==> src/rtl/adc_dual_reader_if.sv <==
// Host-side handshake between the measurement sequencer and the
// dual-channel ADC readout controller.
//   start       : one-cycle conversion request (sequencer -> controller)
//   busy        : transaction in progress
//   valid       : one-cycle pulse, data_a/data_b new on this cycle
//   data_a/b    : channel results, DATA_BITS wide
//   timeout_err : sticky BUSY-timeout flag, cleared by next accepted start
interface adc_dual_reader_if #(
   parameter int DATA_BITS = 14
);
   logic                 start;
   logic                 busy;
   logic                 valid;
   logic [DATA_BITS-1:0] data_a;
   logic [DATA_BITS-1:0] data_b;
   logic                 timeout_err;

   modport master (
      output start,
      input  busy, valid, data_a, data_b, timeout_err
   );

   modport slave (
      input  start,
      output busy, valid, data_a, data_b, timeout_err
   );
endinterface

==> src/rtl/adc_dual_reader.sv <==
// Conversion/readout controller for a dual simultaneous-sampling serial ADC.
// Issues the CNVST pulse, waits for BUSY high then low (each wait bounded by
// BUSY_TIMEOUT cycles), then clocks both channels in MSB first on SCLK.
// Ports:
//   CLK, RST_N          : system clock, asynchronous active-low reset
//   host (slave)        : start/busy/valid/data_a/data_b/timeout_err
//   CNVST_ADC, CS_ADC   : conversion start / chip select, active low
//   SCLK_ADC            : serial clock, idles high
//   BUSY_ADC            : asynchronous conversion-busy from the ADC
//   DOUTA_ADC/DOUTB_ADC : serial data, sampled on the SCLK rising edge
module adc_dual_reader #(
   parameter int DATA_BITS    = 14,
   parameter int CLK_DIV      = 4,
   parameter int CNV_LOW      = 4,
   parameter int BUSY_TIMEOUT = 255
) (
   input  logic                CLK,
   input  logic                RST_N,
   adc_dual_reader_if.slave    host,
   output logic                CNVST_ADC,
   output logic                CS_ADC,
   output logic                SCLK_ADC,
   input  logic                BUSY_ADC,
   input  logic                DOUTA_ADC,
   input  logic                DOUTB_ADC
);

   localparam int M1      = (CLK_DIV > CNV_LOW) ? CLK_DIV : CNV_LOW;
   localparam int CNT_MAX = (M1 > BUSY_TIMEOUT) ? M1 : BUSY_TIMEOUT;
   localparam int CW      = $clog2(CNT_MAX + 1);
   // READ is split into 2*DATA_BITS+2 phases of CLK_DIV cycles each:
   // lead-in, DATA_BITS low/high pairs, and the final high hold.
   localparam int NPH     = 2 * DATA_BITS + 2;
   localparam int PW      = $clog2(NPH);

   typedef enum logic [2:0] {IDLE, CONV, WAIT_HI, WAIT_LO, READ, DONE} state_t;

   state_t               state_q, state_d;
   logic [CW-1:0]        cnt_q, cnt_d;
   logic [PW-1:0]        phase_q, phase_d;
   logic [DATA_BITS-1:0] sr_a_q, sr_a_d, sr_b_q, sr_b_d;
   logic [DATA_BITS-1:0] data_a_q, data_a_d, data_b_q, data_b_d;
   logic                 valid_q, valid_d;
   logic                 terr_q, terr_d;
   logic                 cnvst_q, cnvst_d, cs_q, cs_d, sclk_q, sclk_d;
   logic [1:0]           busy_sync;
   logic                 busy_s;

   assign busy_s = busy_sync[1];

   always_ff @(posedge CLK or negedge RST_N) begin
      if (!RST_N) begin
         state_q   <= IDLE;
         cnt_q     <= '0;
         phase_q   <= '0;
         sr_a_q    <= '0;
         sr_b_q    <= '0;
         data_a_q  <= '0;
         data_b_q  <= '0;
         valid_q   <= 1'b0;
         terr_q    <= 1'b0;
         cnvst_q   <= 1'b1;
         cs_q      <= 1'b1;
         sclk_q    <= 1'b1;
         busy_sync <= '0;
      end else begin
         state_q   <= state_d;
         cnt_q     <= cnt_d;
         phase_q   <= phase_d;
         sr_a_q    <= sr_a_d;
         sr_b_q    <= sr_b_d;
         data_a_q  <= data_a_d;
         data_b_q  <= data_b_d;
         valid_q   <= valid_d;
         terr_q    <= terr_d;
         cnvst_q   <= cnvst_d;
         cs_q      <= cs_d;
         sclk_q    <= sclk_d;
         busy_sync <= {busy_sync[0], BUSY_ADC};
      end
   end

   always_comb begin
      state_d  = state_q;
      cnt_d    = cnt_q;
      phase_d  = phase_q;
      sr_a_d   = sr_a_q;
      sr_b_d   = sr_b_q;
      data_a_d = data_a_q;
      data_b_d = data_b_q;
      valid_d  = 1'b0;
      terr_d   = terr_q;
      cnvst_d  = 1'b1;
      cs_d     = 1'b1;
      sclk_d   = 1'b1;
      case (state_q)
         IDLE: begin
            if (host.start) begin
               state_d = CONV;
               cnvst_d = 1'b0;
               cnt_d   = CW'(CNV_LOW - 1);
               terr_d  = 1'b0;
            end
         end
         CONV: begin
            if (cnt_q == '0) begin
               state_d = WAIT_HI;
               cnt_d   = CW'(BUSY_TIMEOUT - 1);
            end else begin
               cnvst_d = 1'b0;
               cnt_d   = cnt_q - CW'(1);
            end
         end
         WAIT_HI: begin
            if (busy_s) begin
               state_d = WAIT_LO;
               cnt_d   = CW'(BUSY_TIMEOUT - 1);
            end else if (cnt_q == '0) begin
               state_d = IDLE;
               terr_d  = 1'b1;
            end else begin
               cnt_d = cnt_q - CW'(1);
            end
         end
         WAIT_LO: begin
            if (!busy_s) begin
               state_d = READ;
               cs_d    = 1'b0;
               cnt_d   = CW'(CLK_DIV - 1);
               phase_d = '0;
            end else if (cnt_q == '0) begin
               state_d = IDLE;
               terr_d  = 1'b1;
            end else begin
               cnt_d = cnt_q - CW'(1);
            end
         end
         READ: begin
            cs_d   = 1'b0;
            sclk_d = sclk_q;
            if (cnt_q != '0) begin
               cnt_d = cnt_q - CW'(1);
            end else if (phase_q == PW'(NPH - 1)) begin
               // Results are published on entry to DONE so valid and data
               // line up with the single DONE cycle.
               state_d  = DONE;
               cs_d     = 1'b1;
               data_a_d = sr_a_q;
               data_b_d = sr_b_q;
               valid_d  = 1'b1;
            end else begin
               cnt_d   = CW'(CLK_DIV - 1);
               phase_d = phase_q + PW'(1);
               if (phase_q < PW'(2 * DATA_BITS)) begin
                  if (!phase_q[0]) begin
                     sclk_d = 1'b0;
                  end else begin
                     sclk_d = 1'b1;
                     sr_a_d = {sr_a_q[DATA_BITS-2:0], DOUTA_ADC};
                     sr_b_d = {sr_b_q[DATA_BITS-2:0], DOUTB_ADC};
                  end
               end
            end
         end
         DONE: begin
            state_d = IDLE;
         end
         default: begin
            state_d = IDLE;
         end
      endcase
   end

   assign host.busy        = (state_q != IDLE);
   assign host.valid       = valid_q;
   assign host.data_a      = data_a_q;
   assign host.data_b      = data_b_q;
   assign host.timeout_err = terr_q;
   assign CNVST_ADC        = cnvst_q;
   assign CS_ADC           = cs_q;
   assign SCLK_ADC         = sclk_q;

endmodule

==> src/flat_wrapper.sv <==
// flat-port wrapper written by rule: the top's interface ports become plain ports
module adc_dual_reader_flat 
#(
   parameter int DATA_BITS    = 14,
   parameter int CLK_DIV      = 4,
   parameter int CNV_LOW      = 4,
   parameter int BUSY_TIMEOUT = 255
)
  (CLK, RST_N, CNVST_ADC, CS_ADC, SCLK_ADC, BUSY_ADC, DOUTA_ADC, DOUTB_ADC, host_start, host_busy, host_valid, host_data_a, host_data_b, host_timeout_err);
  adc_dual_reader_if #(.DATA_BITS(DATA_BITS)) host_i ();
  input  logic CLK;
  input  logic RST_N;
  output logic CNVST_ADC;
  output logic CS_ADC;
  output logic SCLK_ADC;
  input  logic BUSY_ADC;
  input  logic DOUTA_ADC;
  input  logic DOUTB_ADC;
  input wire logic [$bits(host_i.start)-1:0] host_start;
  output wire logic [$bits(host_i.busy)-1:0] host_busy;
  output wire logic [$bits(host_i.valid)-1:0] host_valid;
  output wire logic [$bits(host_i.data_a)-1:0] host_data_a;
  output wire logic [$bits(host_i.data_b)-1:0] host_data_b;
  output wire logic [$bits(host_i.timeout_err)-1:0] host_timeout_err;
  assign host_i.start = host_start;
  assign host_busy = host_i.busy;
  assign host_valid = host_i.valid;
  assign host_data_a = host_i.data_a;
  assign host_data_b = host_i.data_b;
  assign host_timeout_err = host_i.timeout_err;
  adc_dual_reader #(.DATA_BITS(DATA_BITS), .CLK_DIV(CLK_DIV), .CNV_LOW(CNV_LOW), .BUSY_TIMEOUT(BUSY_TIMEOUT)) u_core (.CLK(CLK), .RST_N(RST_N), .host(host_i), .CNVST_ADC(CNVST_ADC), .CS_ADC(CS_ADC), .SCLK_ADC(SCLK_ADC), .BUSY_ADC(BUSY_ADC), .DOUTA_ADC(DOUTA_ADC), .DOUTB_ADC(DOUTB_ADC));
endmodule
==> config.mk <==
export PLATFORM = sky130hd
export DESIGN_NAME = adc_dual_reader_flat
export DESIGN_NICKNAME = d
export VERILOG_FILES = /design/src/rtl/adc_dual_reader_if.sv /design/src/rtl/adc_dual_reader.sv /design/src/flat_wrapper.sv
export SDC_FILE = /design/constraint.sdc
export NUM_CORES = 1
export LEC_CHECK = 0
export ABC_AREA = 0
export CAP_MARGIN = 20
export CORE_MARGIN = 2
export CORE_UTILIZATION = 25
export CTS_BUF_LIST = sky130_fd_sc_hd__clkbuf_2 sky130_fd_sc_hd__clkbuf_4 sky130_fd_sc_hd__clkbuf_8
export DETAILED_ROUTE_END_ITERATION = 16
export PLACE_DENSITY = 0.4
export SETUP_SLACK_MARGIN = 0.4
export SLEW_MARGIN = 5
export SYNTH_ARGS = -nofsm -noshare
export SYNTH_HDL_FRONTEND = slang
export SYNTH_SLANG_ARGS = --single-unit
export TNS_END_PERCENT = 10
==> constraint.sdc <==
create_clock -name CLK -period 2.5 [get_ports CLK]
set_input_delay 0.25 -clock CLK [delete_from_list [all_inputs] [get_ports CLK]]
set_output_delay 0.25 -clock CLK [all_outputs]
set_load 0.02 [all_outputs]
==> parameters.txt, run 1 <==
Parameter                              Value

Synthesis
  Proportion of register bits with asynchronous set or reset after synthesis ... 100%
  Synth Area per Inst ... between 10 and 15 µm²
  Mapped Cells ... between 200 and 300
  Mapped Nets ... 285
  Yosys warnings ... 0
  Sequential-to-total area share from yosys stat ... between 50% and 60%
  Top flip-flop cell by instance count after synthesis ... dfrtp_1
  Cell variety after synth ... 47
  #FFs+latches synth ... roughly 80
  Post-synthesis instance area ... 3530 µm²
  Number of synthesized flops with an enable pin ... 0

Route
  Detail Route Antenna Nets ... 0
  Detailed-route DRC error count ... 0
  Routed via count divided by cell count ... roughly 4.6
  Average wire per cell in the routed design ... 15.8 µm
  Total wire length after detailed routing ... about 8.4 mm
  Number of optimization iterations in the first detailed-route pass ... 6
  Number of violations reported at the end of detailed-routing iteration 0 ... 100
  Routed via count ... roughly 2500

Timing
  Pins Over Slew Limit ... 0
  Final count of negative-setup-slack endpoints ... 0
  Maximum clock frequency ... between 400 and 500 MHz
  Setup TNS after final layout ... 0 ns
  Transition at the pin with the smallest max-transition slack ... 0.581 ns
  Layout Skew ... a little over 0.006 ns
  Period minus WS final ... roughly 2.1 ns
  Normalized max-slew margin ... between 60% and 70%
  Portion of the clock cycle consumed by the worst path in the final layout ... 85.2%
  Unrepaired setup endpoints after global routing ... true
  Post-route worst hold slack ... ~0.34 ns
  Final hold violation count ... 0

CTS
  Clock edge transition at the registers on the reported setup and hold paths ... 0.08 ns
  CTS buffer count ... 9
  Later-pin clock latency in the skew report ... about 0.36 ns
  H-tree Lvls ... 3
  Clock tree root driver cell ... clkbuf_8
  TritonCTS clock tree ... done
  Clock sink total ... 79
  Buffers from clock root to sink, at most ... 2

Die
  Horizontal die dimension ... between 100 and 150 µm
  Placeable core region ... between 10000 and 15000 µm²
  Number of placement rows ... between 40 and 50
  Ports placed on the boundary ... 40
  Vertical die dimension ... about 120 µm
  Die Outline Area ... about 15000 µm²
  Starting density of the core ... 25.5%

Global routing
  Global-route wire length before repair ... roughly 14 mm
  Largest net degree at the start of global routing ... 40
  Initial antenna violation count ... 0
  Via count of the first global-routing pass ... about 2600
  Global routing usage summed across all routing layers ... 12.1%
  Total gr overflow ... 0

Setup path
  Category of the worst setup path launch point ... flop
  Maximum fanout along the worst path ... 4
  Worst endpoint required time ... roughly 2.7 ns
  CP Data Arrival Time ... between 2 and 2.5 ns
  Launching point of the worst reg2reg path ... u_core.cnt_q[2]
  CP Class ... flop to flop
  Critical path origin ... u_core.cnt_q[2]
  Worst-case register-to-register setup slack ... ~0.37 ns
  Critical path capture point type ... flop

Flow run
  Max-cap violations ... 0

Pwr
  Design Power ... approximately 2.4 mW
  IR Drop Worst-Case VDD ... between 0.3 and 0.4 mV
  Cell area power density ... 522 nW/µm²
  Leakage power total ... approximately 2.2 nW

Hold path
  Startpoint of the worst hold path ... BUSY_ADC
  Hold Crit Class ... input pin to flop

Place
  Sum of net half-perimeters after detailed placement ... about 5.4 mm
  Number of input and output port buffers inserted ... 39
  Number of cells in the design after placement ... between 500 and 600
  Gp weighted congestion ... 0.853

Outcome
  Run status ... finished clean

Final layout
  Final cell count without fillers ... roughly 530
  Final Util ... roughly a third
  Number of diodes ... 0
  Layout cells sized above 1 ... between 30% and 40%
  Area growth from synthesis to layout ... 32.4%
  Final net count ... 360
through the flow:
stage	setup WS (ns)	instance area (µm²)
CTS	0.358	4620
finish	0.370	4670
global placement	0.158	4240
detailed placement	0.128	4240
floorplan	0.244	3550
global route	0.309	4670
layer usage:
| layer | track usage [%] | up-vias | part of all wire (%) |
|---|---|---|---|
| li1 | - | 1160 | - |
| met1 | 16.3 | 1247 | 49 |
| met2 | 18.0 | 44 | 45 |
| met3 | 3.02 | 16 | 4.0 |
| met4 | 6.03 | 0 | 2.3 |
| met5 | 0 | - | 0 |
worst paths after layout:
kind,to,depth (start not counted)
max,u_core.cnt_q[0],5
max reg2reg,u_core.cnt_q[0],5
min reg2reg,u_core.busy_sync[1],0
min in group asynchronous,u_core.cnt_q[2],2
max in group asynchronous,u_core.CS_ADC,3
min,u_core.busy_sync[0],1
placed cells by master (no fill, tap or decap), types with 7 or more instances in the layout:
master	n
inv_1	9
mux2_4	10
nand2_1	8
a21oi_1	7
nand3_1	13
o21ai_0	9
clkbuf_8	11
mux2_2	47
buf_4	31
nor2_1	8
dfrtp_1	76
clkdlybuf4s50_1	38
power by group:
group / leakage, nW / internal (mW) / total [mW] / switching [mW]
logic: 0.996 / 0.0152 / 0.0476 / 0.0324
clock network: 0.120 / 0.632 / 1.11 / 0.478
registers: 1.05 / 1.28 / 1.28 / 0.00168
cells by family (layout without fill, tap and decap cells):
group	after synthesis	in the layout	synth area share, %
xor gates and xnor gates	1	1	0.248
buffers and inverters	21	99	2.76
adders and majority gates	7	7	2.41
AOI/OAI and AO/OA	40	40	7.80
DFF	79	79	56.1
muxes	58	58	19.4
and+or+nand+nor	67	69	11.2
repair_timing:
item,in CTS,in global routing
pin swaps,6,3
gates cloned,2,0
setup buffers,9,4
endpoints found under the hold margin,36,0
hold buffers,1,0
endpoints found under the setup margin,33,65
gates resized for setup,10,6
state kept, by name (all words and copies together) (netlist names):
register,count
u_core.busy_sync,2
u_core.state_q,3
u_core.sr_a_q,14
u_core.CS_ADC,1
u_core.CNVST_ADC,1
u_core.phase_q,5
u_core.host.data_a,14
u_core.host.valid,1
u_core.SCLK_ADC,1
u_core.cnt_q,8
u_core.host.data_b,14
u_core.sr_b_q,14
u_core.host.timeout_err,1
synth_stat cells, types with 2 or more instances:
cell type,instances,share of area (%)
nor2b_1,2,0.35
a21oi_1,8,1.1
inv_1,11,1.2
nand2_1,9,0.96
nand4_1,2,0.35
nand2b_1,4,0.71
o311ai_0,4,0.99
nor3b_1,3,0.64
clkbuf_1,6,0.64
or3b_2,3,0.74
nor3_1,5,0.71
mux2_4,9,3.8
dfstp_2,3,2.2
nor4_1,4,0.71
o2111ai_1,2,0.50
ha_1,6,2.1
and3_1,3,0.53
o32ai_1,5,1.2
dfrtp_1,76,54
o21ai_0,9,1.3
nand3_1,13,1.8
nor2_1,8,0.85
a21boi_0,2,0.43
or3_1,4,0.71
mux2_2,48,15
buf_6,2,0.64
a31oi_1,2,0.35
worst max-delay path, cell delays in order (launching register included):
cell and delay (ns):
dfrtp_1 0.39, or4_4 0.59, buf_4 0.19, o311ai_2 0.37, nand2_2 0.15, mux2_4 0.32
layout make-up:
| cell class | count | area (µm²) |
|---|---|---|
| Tap cell | 180 | 225 |
| Clock inverter | 4 | 77.6 |
| Clock buffer | 12 | 159 |
| Inverter | 12 | 52.6 |
| Fill cell | 1384 | 9150 |
| Timing Repair Buffer | 71 | 643 |
| Sequential cell | 79 | 1980 |
| Multi-Input combinational cell | 175 | 1540 |
Power figures use the tool's default switching activity.
==> inputs of run 2 (changes only) <==
Settings changed: SLEW_MARGIN 5 to 20.
==> results of run 2 <==
The final DEF is identical to that of run 1; final timing and power are the same.
==> variant 1: new RTL, flow settings as in run 2 <==
Encoding of `state_t`: now one-hot (6 bits for 6 states).
--- a/src/rtl/adc_dual_reader.sv
+++ b/src/rtl/adc_dual_reader.sv
@@ -35,3 +35,3 @@
 
-   typedef enum logic [2:0] {IDLE, CONV, WAIT_HI, WAIT_LO, READ, DONE} state_t;
+   typedef enum logic [5:0] {IDLE = 6'b000001, CONV = 6'b000010, WAIT_HI = 6'b000100, WAIT_LO = 6'b001000, READ = 6'b010000, DONE = 6'b100000} state_t;
 
Check against the original RTL: same outputs for any inputs over 10 cycles, from zero or initial values and one cycle with RST_N low; not proved beyond that.
==> variant 1 against run 2 <==
  * Worst setup slack got worse by 79 ps
  * Cell count is 12% higher
  * Area after synthesis grew 5.7%
  * Wire length up 4.3%
  * Sequential cell count rose by 3
  * First-iteration DRC count up 12%
  * Cell area is 3.5% higher
  * Non-clock buffer count is 8 lower
  * Critical path type unchanged
  * Highest routed layer unchanged
Power is not compared: it rests on default switching activity, and its combinational part moved more than twofold at a synthesized area within 25%.
==> variant 1: results (changes against run 2) <==
placement:
  dp_hpwl_um: 5550  # +3.7%
  place_area_mm2: 0.00435  # +2.5%
  portBuffers: 39  # unchanged
  dpl.cell_count: 566  # +13%
  gp_congestion: 0.785  # -7.9%
power_and_ir_drop:
  swShare: 0.327
  peakVddDrop_uv: 221
clock_tree:
  htree_levels: 3  # unchanged
  cts_buffers: 9  # unchanged
  cts_root_buffer: "clkbuf_8"
  clock_latency_ps: 360  # about the same
  clock_path_buffers: 2  # unchanged
  cts.reportedPaths.clkPinSlew_ps: 90
drt:
  dr.pass1.iters: 4  # -2
  routed_wl_um: 8800  # +4.3%
  via_count: 2690  # +9.0%
  drt_iter0_drc: 112  # +12%
global_route:
  grt_usage: 0.117  # -0.00442
  antenna_found_initial: 0  # unchanged
  overflow: 0  # unchanged
  grt_pass1_vias: 2830  # +9.2%
  grt_start_max_net_pins: 44  # +10%
  grt_pass1_wl_um: 14600  # +5.8%
hold_path:
  hold_path_depth: 1  # unchanged
  hold_start: "BUSY_ADC"
synthesis:
  yosysUniqueCellTypes: 49  # +4.3%
  synthCells: 348  # +27%
  ys.flop_type: "dfrtp_1"
  synthTopCellsByArea: "dfrtp_1 (52%), nand2_1 (9.3%), mux2_4 (8.0%), dfstp_2 (2.8%), nand3_1 (2.4%)"
  yosysWarnings: 0  # unchanged
  async_flop_share: 1.00  # unchanged
  synth_common_cells: "nand2_1 (92), dfrtp_1 (78), mux2_4 (20)"
  syn-num-nets: 360  # +26%
  seq_area_frac_synth: 0.551  # -0.0100
final_layout:
  layout.nets: 420  # +17%
  n_antenna_cell: 0  # unchanged
  drive_gt1_frac: 0.230  # -0.141
  final_cell_count_no_fill: 597  # +12%
job:
  cap_violations: 0  # unchanged
critical_path:
  rr_worst_depth: 6  # +1
  critPathTopFamily: "simple AND/OR/NAND/NOR gates"
  max_stage_delay_ps: 600
  crit_slowest_cell: "or4_4"
  rrSetupSlack_ps: 290  # -80 ps
  r2r_end: "u_core.sr_a_q[10]"
  crit_start: "u_core.cnt_q[4]"
  end_kind: "flip-flop"
  critical_path_arrival_ps: 2460  # +90 ps
  crit_path_max_fanout: 14  # +10
sta:
  holdWs_ps: 326  # -10.6 ps
  worstMarginPinSlew_ps: 576  # -4.52 ps
  fin_worst_skew_ps: 12.0  # +5.96 ps
status:
  status: "finished, final reports clean"
variant 1: per-layer routing:
layer,track usage,vias to the layer above,wire length (um)
li1,-,1302,-
met1,0.163,1336,4420
met2,0.177,43,4000
met3,0.0251,9,246
met4,0.0446,0,131
met5,0,-,0
variant 1: stage by stage:
stage / util / setup WS (ps) / power [uW]
floorplan: - / 222 / 2150
global placement: 0.299 / 249 / 2410
detailed placement: 0.299 / 199 / 2420
CTS: 0.323 / 282 / 3560
global route: 0.333 / 208 / 3870
finish: 0.333 / 292 / 3630
variant 1: repair_timing:
| action | CTS | global route |
|---|---|---|
| hold buffers | 1 | 0 |
| pin swaps | 3 | 7 |
| hold endpoints to repair | 39 | 0 |
| gates resized for setup | 5 | 16 |
| endpoints found under the setup margin | 37 | 42 |
| cloned | 2 | 0 |
| buffers inserted | 4 | 8 |
variant 1: power by group through the flow:
stage | Combinational, uW | Sequential, uW | Clock (uW)
2_1_floorplan | 619 | 1530 | 0
3_3_place_gp | 863 | 1550 | 0
3_5_place_dp | 867 | 1550 | 0
4_1_cts | 899 | 1520 | 1140
5_1_grt | 1130 | 1540 | 1200
6_report | 1010 | 1530 | 1090
variant 1: logic make-up after synthesis:
family	Yosys count	share of synthesized area
and+or+nand+nor	156	0.190
xor gates and xnor gates	5	0.0117
AOI/OAI and AO/OA	46	0.0821
muxes	28	0.105
adders and majority gates	6	0.0201
DFF	82	0.551
buffers and inverters	25	0.0399
variant 1: layout make-up:
class                           count  area, um2
Multi-Input combinational cell    241       1600
Timing Repair Buffer               63        678
Clock buffer                       10        131
Clock inverter                      6       90.1
Fill cell                        1509       9700
Inverter                           11       43.8
Sequential cell                    82       2060
Tap cell                          184        230
==> variant 2: new RTL, config.mk and constraints of run 2 <==
Made on the original files. `DATA_BITS` is set to 14 in 3 places; all go to 10.
--- a/src/rtl/adc_dual_reader_if.sv
+++ b/src/rtl/adc_dual_reader_if.sv
@@ -8,3 +8,3 @@
 interface adc_dual_reader_if #(
-   parameter int DATA_BITS = 14
+   parameter int DATA_BITS = 10
 );
--- a/src/rtl/adc_dual_reader.sv
+++ b/src/rtl/adc_dual_reader.sv
@@ -11,3 +11,3 @@
 module adc_dual_reader #(
-   parameter int DATA_BITS    = 14,
+   parameter int DATA_BITS    = 10,
    parameter int CLK_DIV      = 4,
--- a/src/flat_wrapper.sv
+++ b/src/flat_wrapper.sv
@@ -3,3 +3,3 @@
 #(
-   parameter int DATA_BITS    = 14,
+   parameter int DATA_BITS    = 10,
    parameter int CLK_DIV      = 4,
Interface: changed (resized host_data_a and host_data_b); port bits go from 40 to 32. The function was not compared with the original's and may differ.
==> variant 2 against run 2 <==
  * Power is 23% lower
  * Largest power group unchanged
  * Worst setup slack worse by 57 ps
  * Highest routed layer unchanged
  * Wire length is 19% lower
  * Cell area is 18% lower
  * Sequential cell count is 16 lower
  * Hold slack better by 12 ps
  * Critical endpoint unchanged
  * Utilization is 0.58 points lower
  * Area after synthesis is 16% lower
==> variant 2: results (changes against run 2) <==
synthesis:
  synth_common_cells: "dfrtp_1 (60), mux2_2 (34), nand2_1 (15)"
  seq_area_frac_synth: 0.530  # -0.0307
  yosysUniqueCellTypes: 52  # +11%
  synthTopCellsByArea: "dfrtp_1 (50%), mux2_2 (13%), dfstp_2 (2.6%), ha_1 (2.5%), nand2_1 (1.9%)"
final_layout:
  drive_gt1_frac: 0.317  # -0.0541
  layout.nets: 313  # -13%
  fill_cells: 1205  # -13%
placement:
  dp_slack_ps: 126  # -1.98 ps
  gp_congestion: 0.759  # -11%
  portBuffers: 31  # -21%
power_and_ir_drop:
  peakVddDrop_uv: 221  # -35%
  power_leakage_uw: 0.00175  # -19%
drt:
  routed_wl_um: 6860  # -19%
  via_count: 2113  # -14%
  drt_iter0_drc: 41  # -59%
sta:
  fin_worst_skew_ps: 10.6  # +4.52 ps
  relSlewSlack: 0.664  # +0.0524
critical_path:
  critPathTopFamily: "adder cells"
  crit_slowest_cell: "or3b_4"
  critical_path_arrival_ps: 2450  # +80 ps
clock_tree:
  clock_latency_ps: 340  # -20 ps
global_route:
  grt_pass1_wl_um: 11300  # -18%
  grt_start_max_net_pins: 28  # -30%
status:
  status: "finished, final reports clean"
hold_path:
  hold_class: "reg -> reg"
==> variant 2: final timing paths <==
| kind | from | endpoint | slack [ps] | cells after the start |
|---|---|---|---|---|
| max | u_core.cnt_q[1] | u_core.cnt_q[0] | 310 | 9 |
| min | u_core.busy_sync[0] | u_core.busy_sync[1] | 350 | 0 |
| max reg2reg | u_core.cnt_q[1] | u_core.cnt_q[0] | 310 | 9 |
| min reg2reg | u_core.busy_sync[0] | u_core.busy_sync[1] | 350 | 0 |
| max in group asynchronous | RST_N | u_core.SCLK_ADC | 1310 | 3 |
| min in group asynchronous | RST_N | u_core.host.data_b[8] | 410 | 2 |
==> variant 2: cell type report <==
cell class,instances,share of cell area
clock buffer,13,0.0435
clock inverter,3,0.00523
inverter,11,0.0121
multi-input combinational,162,0.353
sequential,63,0.413
tap,143,0.0468
timing repair buffer,54,0.126
==> variant 2: repair_timing <==
| item | in CTS | in global routing |
|---|---|---|
| hold buffers | 1 | 0 |
| pin swaps | 1 | 3 |
| endpoints found under the setup margin | 48 | 50 |
| endpoints found under the hold margin | 15 | 0 |
| gates cloned | 2 | 0 |
| setup buffers | 2 | 10 |
| resized for setup | 1 | 5 |
==> variant 2: worst reg2reg max path: cells and delay by family (launching register included) <==
kind	cells	cell delay, ps
DFF	1	400
adders and majority gates	3	630
buffers and inverters	2	150
and+or+nand+nor	2	580
AOI/OAI and AO/OA	2	360
==> variant 2: stage by stage <==
| step | power, uW | std cells | utilization |
|---|---|---|---|
| final | 1890 | 449 | 0.332 |
| after global routing | 1980 | 449 | 0.332 |
| after CTS | 1930 | 439 | 0.324 |
| after detailed placement | 1080 | 418 | 0.304 |
| after global placement | 1080 | 418 | 0.304 |
| after floorplan | 1050 | 244 | - |
==> variant 2: power breakdown <==
| part | leakage (uW) | switching, uW | internal, uW |
|---|---|---|---|
| Sequential | 0.000843 | 3.15 | 1020 |
| Clock | 0.0000925 | 390 | 435 |
| Combinational | 0.000819 | 24.9 | 11.5 |
==> variant 2: metal layers <==
metal,GRT usage,up-vias,wire (um)
met1,0.151,1061,3230
met4,0.0463,0,105
met5,0,-,0
met3,0.0321,8,273
li1,-,1008,-
met2,0.174,36,3260
==> variant 2: kinds of logic after synthesis <==
logic type               Yosys count  share of synthesized area
AO/OA/AOI/OAI                     43                      0.105
multiplexers                      40                      0.154
adder cells (fa/ha/maj)            8                     0.0319
AND/OR/NAND/NOR                   65                      0.131
XOR/XNOR                           4                     0.0118
buffers and inverters             21                     0.0361
flip-flops                        63                      0.530
